[config.mk]
export PLATFORM = sky130hd
export DESIGN_NAME = nmr_pulse_streamer
export DESIGN_NICKNAME = d
export VERILOG_FILES = /design/src/rtl/nmr_pulse_streamer.sv
export SDC_FILE = /design/constraint.sdc
export NUM_CORES = 1
export LEC_CHECK = 0
export BUFFER_PORTS_ARGS = -buffer_cell sky130_fd_sc_hd__clkbuf_2
export CAP_MARGIN = 20
export CORE_MARGIN = 2
export CORE_UTILIZATION = 40
export CTS_BUF_LIST = sky130_fd_sc_hd__clkbuf_8
export CTS_CLUSTER_DIAMETER = 100
export DETAILED_ROUTE_END_ITERATION = 6
export HOLD_SLACK_MARGIN = 0.08
export SLEW_MARGIN = 20
export SYNTH_ARGS = -nofsm -noshare
export SYNTH_HDL_FRONTEND = slang
export SYNTH_SLANG_ARGS = --single-unit
[constraint.sdc]
create_clock -name CLK -period 10.2 [get_ports CLK]
set_input_delay 1.53 -clock CLK [delete_from_list [all_inputs] [get_ports CLK]]
set_output_delay 1.53 -clock CLK [all_outputs]
set_load 0.02 [all_outputs]
[src/rtl/nmr_pulse_streamer.sv]
// nmr_pulse_streamer: turns one {idly, pls, edly} command per BT_START rising
// edge into a single RF gate pulse (idly low, pls high, edly low), then
// raises BT_DONE for the upstream sequencer.
// Optional amplifier gate lead: define NMR_PLS_GATE_EN to add GATE_OUT.
module nmr_pulse_streamer #(
   parameter int IDLY_WIDTH = 32,
   parameter int PLS_WIDTH  = 32,
   parameter int EDLY_WIDTH = 32,
   parameter int GATE_PRE   = 8
) (
   input  logic                  CLK,
   input  logic                  RST,
   input  logic                  BT_START,
   output logic                  BT_DONE,
   input  logic [IDLY_WIDTH-1:0] idly_reg,
   input  logic [PLS_WIDTH-1:0]  pls_reg,
   input  logic [EDLY_WIDTH-1:0] edly_reg,
   output logic                  PULSE_OUT,
   output logic                  BUSY,
`ifdef NMR_PLS_GATE_EN
   output logic                  GATE_OUT,
`endif
   output logic                  START_IGN
);

   typedef enum logic [2:0] {S_IDLE, S_IDLY, S_PLS, S_EDLY, S_END} state_t;

   state_t                state, state_nx;
   logic                  bt_start_q;
   logic                  start_edge;
   logic [IDLY_WIDTH-1:0] idly_cnt, idly_cnt_nx;
   logic [PLS_WIDTH-1:0]  pls_cnt, pls_cnt_nx;
   logic [EDLY_WIDTH-1:0] edly_cnt, edly_cnt_nx;
   // Latched "phase present" flags; counters hold N-1 so zero cannot be seen there.
   logic                  pls_nz, pls_nz_nx;
   logic                  edly_nz, edly_nz_nx;

   assign start_edge = BT_START & ~bt_start_q;

   // Next-state and counter update; counters are loaded at the start edge
   // (this is the parameter latch) and only the active phase decrements.
   always_comb begin
      state_nx    = state;
      idly_cnt_nx = idly_cnt;
      pls_cnt_nx  = pls_cnt;
      edly_cnt_nx = edly_cnt;
      pls_nz_nx   = pls_nz;
      edly_nz_nx  = edly_nz;
      case (state)
         S_IDLE: begin
            if (start_edge) begin
               idly_cnt_nx = idly_reg - IDLY_WIDTH'(1);
               pls_cnt_nx  = pls_reg - PLS_WIDTH'(1);
               edly_cnt_nx = edly_reg - EDLY_WIDTH'(1);
               pls_nz_nx   = |pls_reg;
               edly_nz_nx  = |edly_reg;
               if (|idly_reg)     state_nx = S_IDLY;
               else if (|pls_reg) state_nx = S_PLS;
               else if (|edly_reg) state_nx = S_EDLY;
               else               state_nx = S_END;
            end
         end
         S_IDLY: begin
            if (idly_cnt == '0) begin
               if (pls_nz)       state_nx = S_PLS;
               else if (edly_nz) state_nx = S_EDLY;
               else              state_nx = S_END;
            end else begin
               idly_cnt_nx = idly_cnt - IDLY_WIDTH'(1);
            end
         end
         S_PLS: begin
            if (pls_cnt == '0) state_nx = edly_nz ? S_EDLY : S_END;
            else               pls_cnt_nx = pls_cnt - PLS_WIDTH'(1);
         end
         S_EDLY: begin
            if (edly_cnt == '0) state_nx = S_END;
            else                edly_cnt_nx = edly_cnt - EDLY_WIDTH'(1);
         end
         S_END:   state_nx = S_IDLE;
         default: state_nx = S_IDLE;
      endcase
   end

   // State, counters and registered outputs; all outputs come from next-state
   // decode so they change on the same edge as the phase they describe.
   always_ff @(posedge CLK or posedge RST) begin
      if (RST) begin
         state      <= S_IDLE;
         bt_start_q <= 1'b0;
         idly_cnt   <= '0;
         pls_cnt    <= '0;
         edly_cnt   <= '0;
         pls_nz     <= 1'b0;
         edly_nz    <= 1'b0;
         BT_DONE    <= 1'b1;
         BUSY       <= 1'b0;
         PULSE_OUT  <= 1'b0;
         START_IGN  <= 1'b0;
      end else begin
         state      <= state_nx;
         bt_start_q <= BT_START;
         idly_cnt   <= idly_cnt_nx;
         pls_cnt    <= pls_cnt_nx;
         edly_cnt   <= edly_cnt_nx;
         pls_nz     <= pls_nz_nx;
         edly_nz    <= edly_nz_nx;
         BT_DONE    <= (state_nx == S_IDLE);
         BUSY       <= (state_nx != S_IDLE);
         PULSE_OUT  <= (state_nx == S_PLS);
         if (start_edge && (state != S_IDLE)) START_IGN <= 1'b1;
      end
   end

`ifdef NMR_PLS_GATE_EN
   // Lead threshold one bit wider than the counter so large GATE_PRE compares sanely.
   localparam logic [IDLY_WIDTH:0] GATE_LEAD = (IDLY_WIDTH+1)'(GATE_PRE);

   logic gate_nx;

   // Counter value N-1-j in IDLY cycle j means "cnt < GATE_PRE" marks the last
   // GATE_PRE cycles; a command with no pulse never opens the gate.
   always_comb begin
      gate_nx = 1'b0;
      if (pls_nz_nx) begin
         if (state_nx == S_PLS)
            gate_nx = 1'b1;
         else if ((state_nx == S_IDLY) && ({1'b0, idly_cnt_nx} < GATE_LEAD))
            gate_nx = 1'b1;
      end
   end

   // Registered amplifier gate, falls on the same edge as PULSE_OUT.
   always_ff @(posedge CLK or posedge RST) begin
      if (RST) GATE_OUT <= 1'b0;
      else     GATE_OUT <= gate_nx;
   end
`endif

endmodule

==> impl_metrics.ini <==
[cts]
post_cts_buffers = 0
clk_pin_slew_ns = 0.12
cts_tree = done
htree_num_levels = 3
cts-root-buf = clkbuf_8
cts_buffer_depth = 2
clock_sinks = 106
cts-buffers-inserted = 9
cts-hold-fix-buffers = 0
insertion_delay_ns = 0.40
cts_resized = 0

[final_layout]
syn2layout_area_growth_pct = 9.224
n_antenna_cell = 0
fillers = 2482
layout.nets = 1440
design_area_mm2 = 0.01074
fin_util = 0.4430
drive_gt1_frac = 0.1474
final_cells = 1667

[power]
ir_drop_v = 0.00006523
p_per_area_mw_per_mm2 = 142.6
p_leak_nw = 3.948
totalPowerFinal_mw = 1.532

[floorplan]
io_pins = 103
core-area_mm2 = 0.02425
rows = 57
die_width_um = 160.8
fp.dieH_um = 160.8
die_area_mm2 = 0.02586
initial_utilization = 0.4056

[placement]
dp.final_hpwl_um = 21450
gp_congestion = 0.8541
numPortBuffers = 102
dpl.cell_count = 1651
dp_slack_ns = 5.864
post_dp_cell_area_mm2 = 0.01052

[logic_synthesis]
synth_flop_cell = dfrtp_1
synth_seq_area_share = 0.2698
syn-cell-area_mm2 = 0.009834
syn_area_per_cell_um2 = 7.577
ys_types = 90
synth_area_leader_cell = dfrtp_1
synth_edf_count = 0
async_flop_share = 1.000
synth_cells = 1298
synth_top_area_share = 0.2672
synth_fp_nets = 1400
synth_warnings = 0
ys_seq_elements = 106
synth_area_leaders = dfrtp_1 27%, mux2i_1 5.7%, nand2_1 5.4%, a21oi_1 5.0%, nor2_1 4.6%

[critical_path]
worst_path_max_delay_cell = a22oi_1
critPathLaunchType = flip-flop
path_max_fanout = 76
critPathArrivalTime_ns = 4.33
critPathRequiredTime_ns = 10.52
cpLargestDelayFamily = compound AO/OA/AOI/OAI gates
crit_path_end_kind = flip-flop
path_cells = nand3b_1 -> buf_4 -> mux2i_1 -> ha_1 -> nand4_1 -> a22oi_1 -> nand3_1 -> mux2_2 -> a211oi_1
critPathMaxStageDelay_ns = 0.82
crit_type = flip-flop to flip-flop
critPathBufInv = 1

[timing]
rsz0062_at_grt = false
finalSetupTns_ns = 0
min_period_ns = 4.008
finalCritPeriodShare = 0.3930
setup_ws_ns = 6.192
setup_viol = 0
max_freq_ghz = 0.2495
drv_slew = 0
tightestPinTransition_ns = 1.084
hold_ws_ns = 0.5341
skew_ns = 0.02084
hold_viol_final = 0
relSlewSlack = 0.2775

[detailed_routing]
vias = 10480
drt-total-wl_um = 30520
detail-route-antenna-nets = 0
avgViaCountPerCell = 6.286
dr.pass1.iters = 5
remaining_drc_errors = 0
drtIter0Drc = 984
wl_per_cell_um = 18.31

[grt]
grt_use_total = 0.2360
grt_antenna_before_repair = 0
gr-total-overflow = 0
grt_max_degree = 83
grt_pass1_vias = 9825
grt_first_pass_wirelength_um = 50670

[run_status]
outcome = finished, final reports clean

[hold_path]
hold_path.class = flip-flop to flip-flop

[job]
maxCapViolCount = 0
[cells in the mapped netlist, drive strengths merged (6+ instances only)]
library cell	n
o22ai	9
and2	13
nand2b	25
clkbuf	65
or3b	6
or3	26
nand3	37
mux2	30
mux2i	56
nor2b	6
o31ai	18
o22a	9
inv	17
nand4	25
and3	9
nor3	86
a211oi	15
o211ai	30
a41oi	6
or4	22
nor3b	8
a22o	7
a21oi	99
nor2	120
or2	7
a211o	8
a22oi	12
nand3b	12
nand4b	7
nor4b	7
o21ai	63
buf	20
nor4	47
nand2	141
dfrtp	105
a31oi	35
a221oi	9
xor2	8
[state kept, by name, summed over array words and instances (netlist names)]
| signal | flops |
|---|---|
| edly_cnt | 32 |
| state | 3 |
| bt_start_q | 1 |
| pls_nz | 1 |
| pls_cnt | 32 |
| BT_DONE | 1 |
| START_IGN | 1 |
| idly_cnt | 32 |
| edly_nz | 1 |
| PULSE_OUT | 1 |
| BUSY | 1 |
[path summary, 6_finish.rpt]
check | depth (start not counted) | slack (ns) | startpoint | endpoint
worst max-delay path | 9 | 6.19 | state[2]$_DFF_PP0_ | edly_cnt[26]$_DFFE_PP0P_
worst min-delay path | 2 | 0.53 | edly_cnt[0]$_DFFE_PP0P_ | edly_cnt[0]$_DFFE_PP0P_
worst max register to register | 9 | 6.19 | state[2]$_DFF_PP0_ | edly_cnt[26]$_DFFE_PP0P_
worst min register to register | 2 | 0.53 | edly_cnt[0]$_DFFE_PP0P_ | edly_cnt[0]$_DFFE_PP0P_
max in group asynchronous | 3 | 7.73 | RST | pls_cnt[3]$_DFFE_PP0P_
min in group asynchronous | 2 | 1.30 | RST | pls_cnt[27]$_DFFE_PP0P_
[worst reg2reg max path, delay by kind of cell, from the launching register on]
family | cells | cell delay, ns
and+or+nand+nor | 3 | 0.72
DFF | 1 | 0.47
buffers and inverters | 1 | 0.62
AOI/OAI and AO/OA | 2 | 1.04
adders and majority gates | 1 | 0.40
muxes | 2 | 0.69
[layer usage]
metal | track usage | part of all wire | vias to the layer above
met5 | 0 | 0 | -
met2 | 0.3834 | 0.46 | 385
li1 | - | - | 5072
met1 | 0.3312 | 0.46 | 4983
met3 | 0.03848 | 0.065 | 38
met4 | 0.05195 | 0.013 | 0
[logic make-up (layout without fill, tap and decap cells)]
logic type / after synthesis / count (layout) / synth area share
simple gates: 618 / 618 / 0.3310
compound gates: 373 / 373 / 0.2534
flops: 106 / 106 / 0.2698
buf+inv: 102 / 147 / 0.04160
mux: 86 / 86 / 0.09135
xor+xnor: 10 / 10 / 0.008906
fa+ha+maj: 3 / 3 / 0.003817
[layout by cell type, fill, tap and decap left out, types with 8 or more instances in the layout]
cell type	instances
nand3b_1	12
inv_1	18
o22ai_1	8
a221oi_1	9
nand3_1	36
buf_4	12
xor2_1	8
a21oi_1	98
nor2_1	119
nor3_1	86
o211ai_1	28
mux2i_1	56
and3_1	9
clkbuf_2	102
or3_1	25
a211oi_1	15
nand2b_1	25
nor4_1	46
or4_1	22
and2_1	13
clkbuf_8	10
a31oi_1	35
nand4_1	25
o21ai_0	60
o22a_1	9
nand2_1	140
a22oi_1	11
o31ai_1	18
mux2_2	30
a211o_1	8
dfrtp_1	105
[cell type report]
class / instances / area (µm²) / share of cell area
inverter: 17 / 66.31 / 0.006174
clock inverter: 6 / 82.58 / 0.007688
tap: 324 / 405.4 / 0.03774
sequential: 106 / 2654 / 0.2471
timing repair buffer: 114 / 600.6 / 0.05591
multi-input combinational: 1090 / 6795 / 0.6326
clock buffer: 10 / 137.6 / 0.01281
[power breakdown]
part / internal, mW / total, mW / switching, mW
Clock: 0.144 / 0.308 / 0.165
Sequential: 0.552 / 0.746 / 0.194
Combinational: 0.206 / 0.477 / 0.272
No activity file was read; power rests on OpenSTA's default activity.
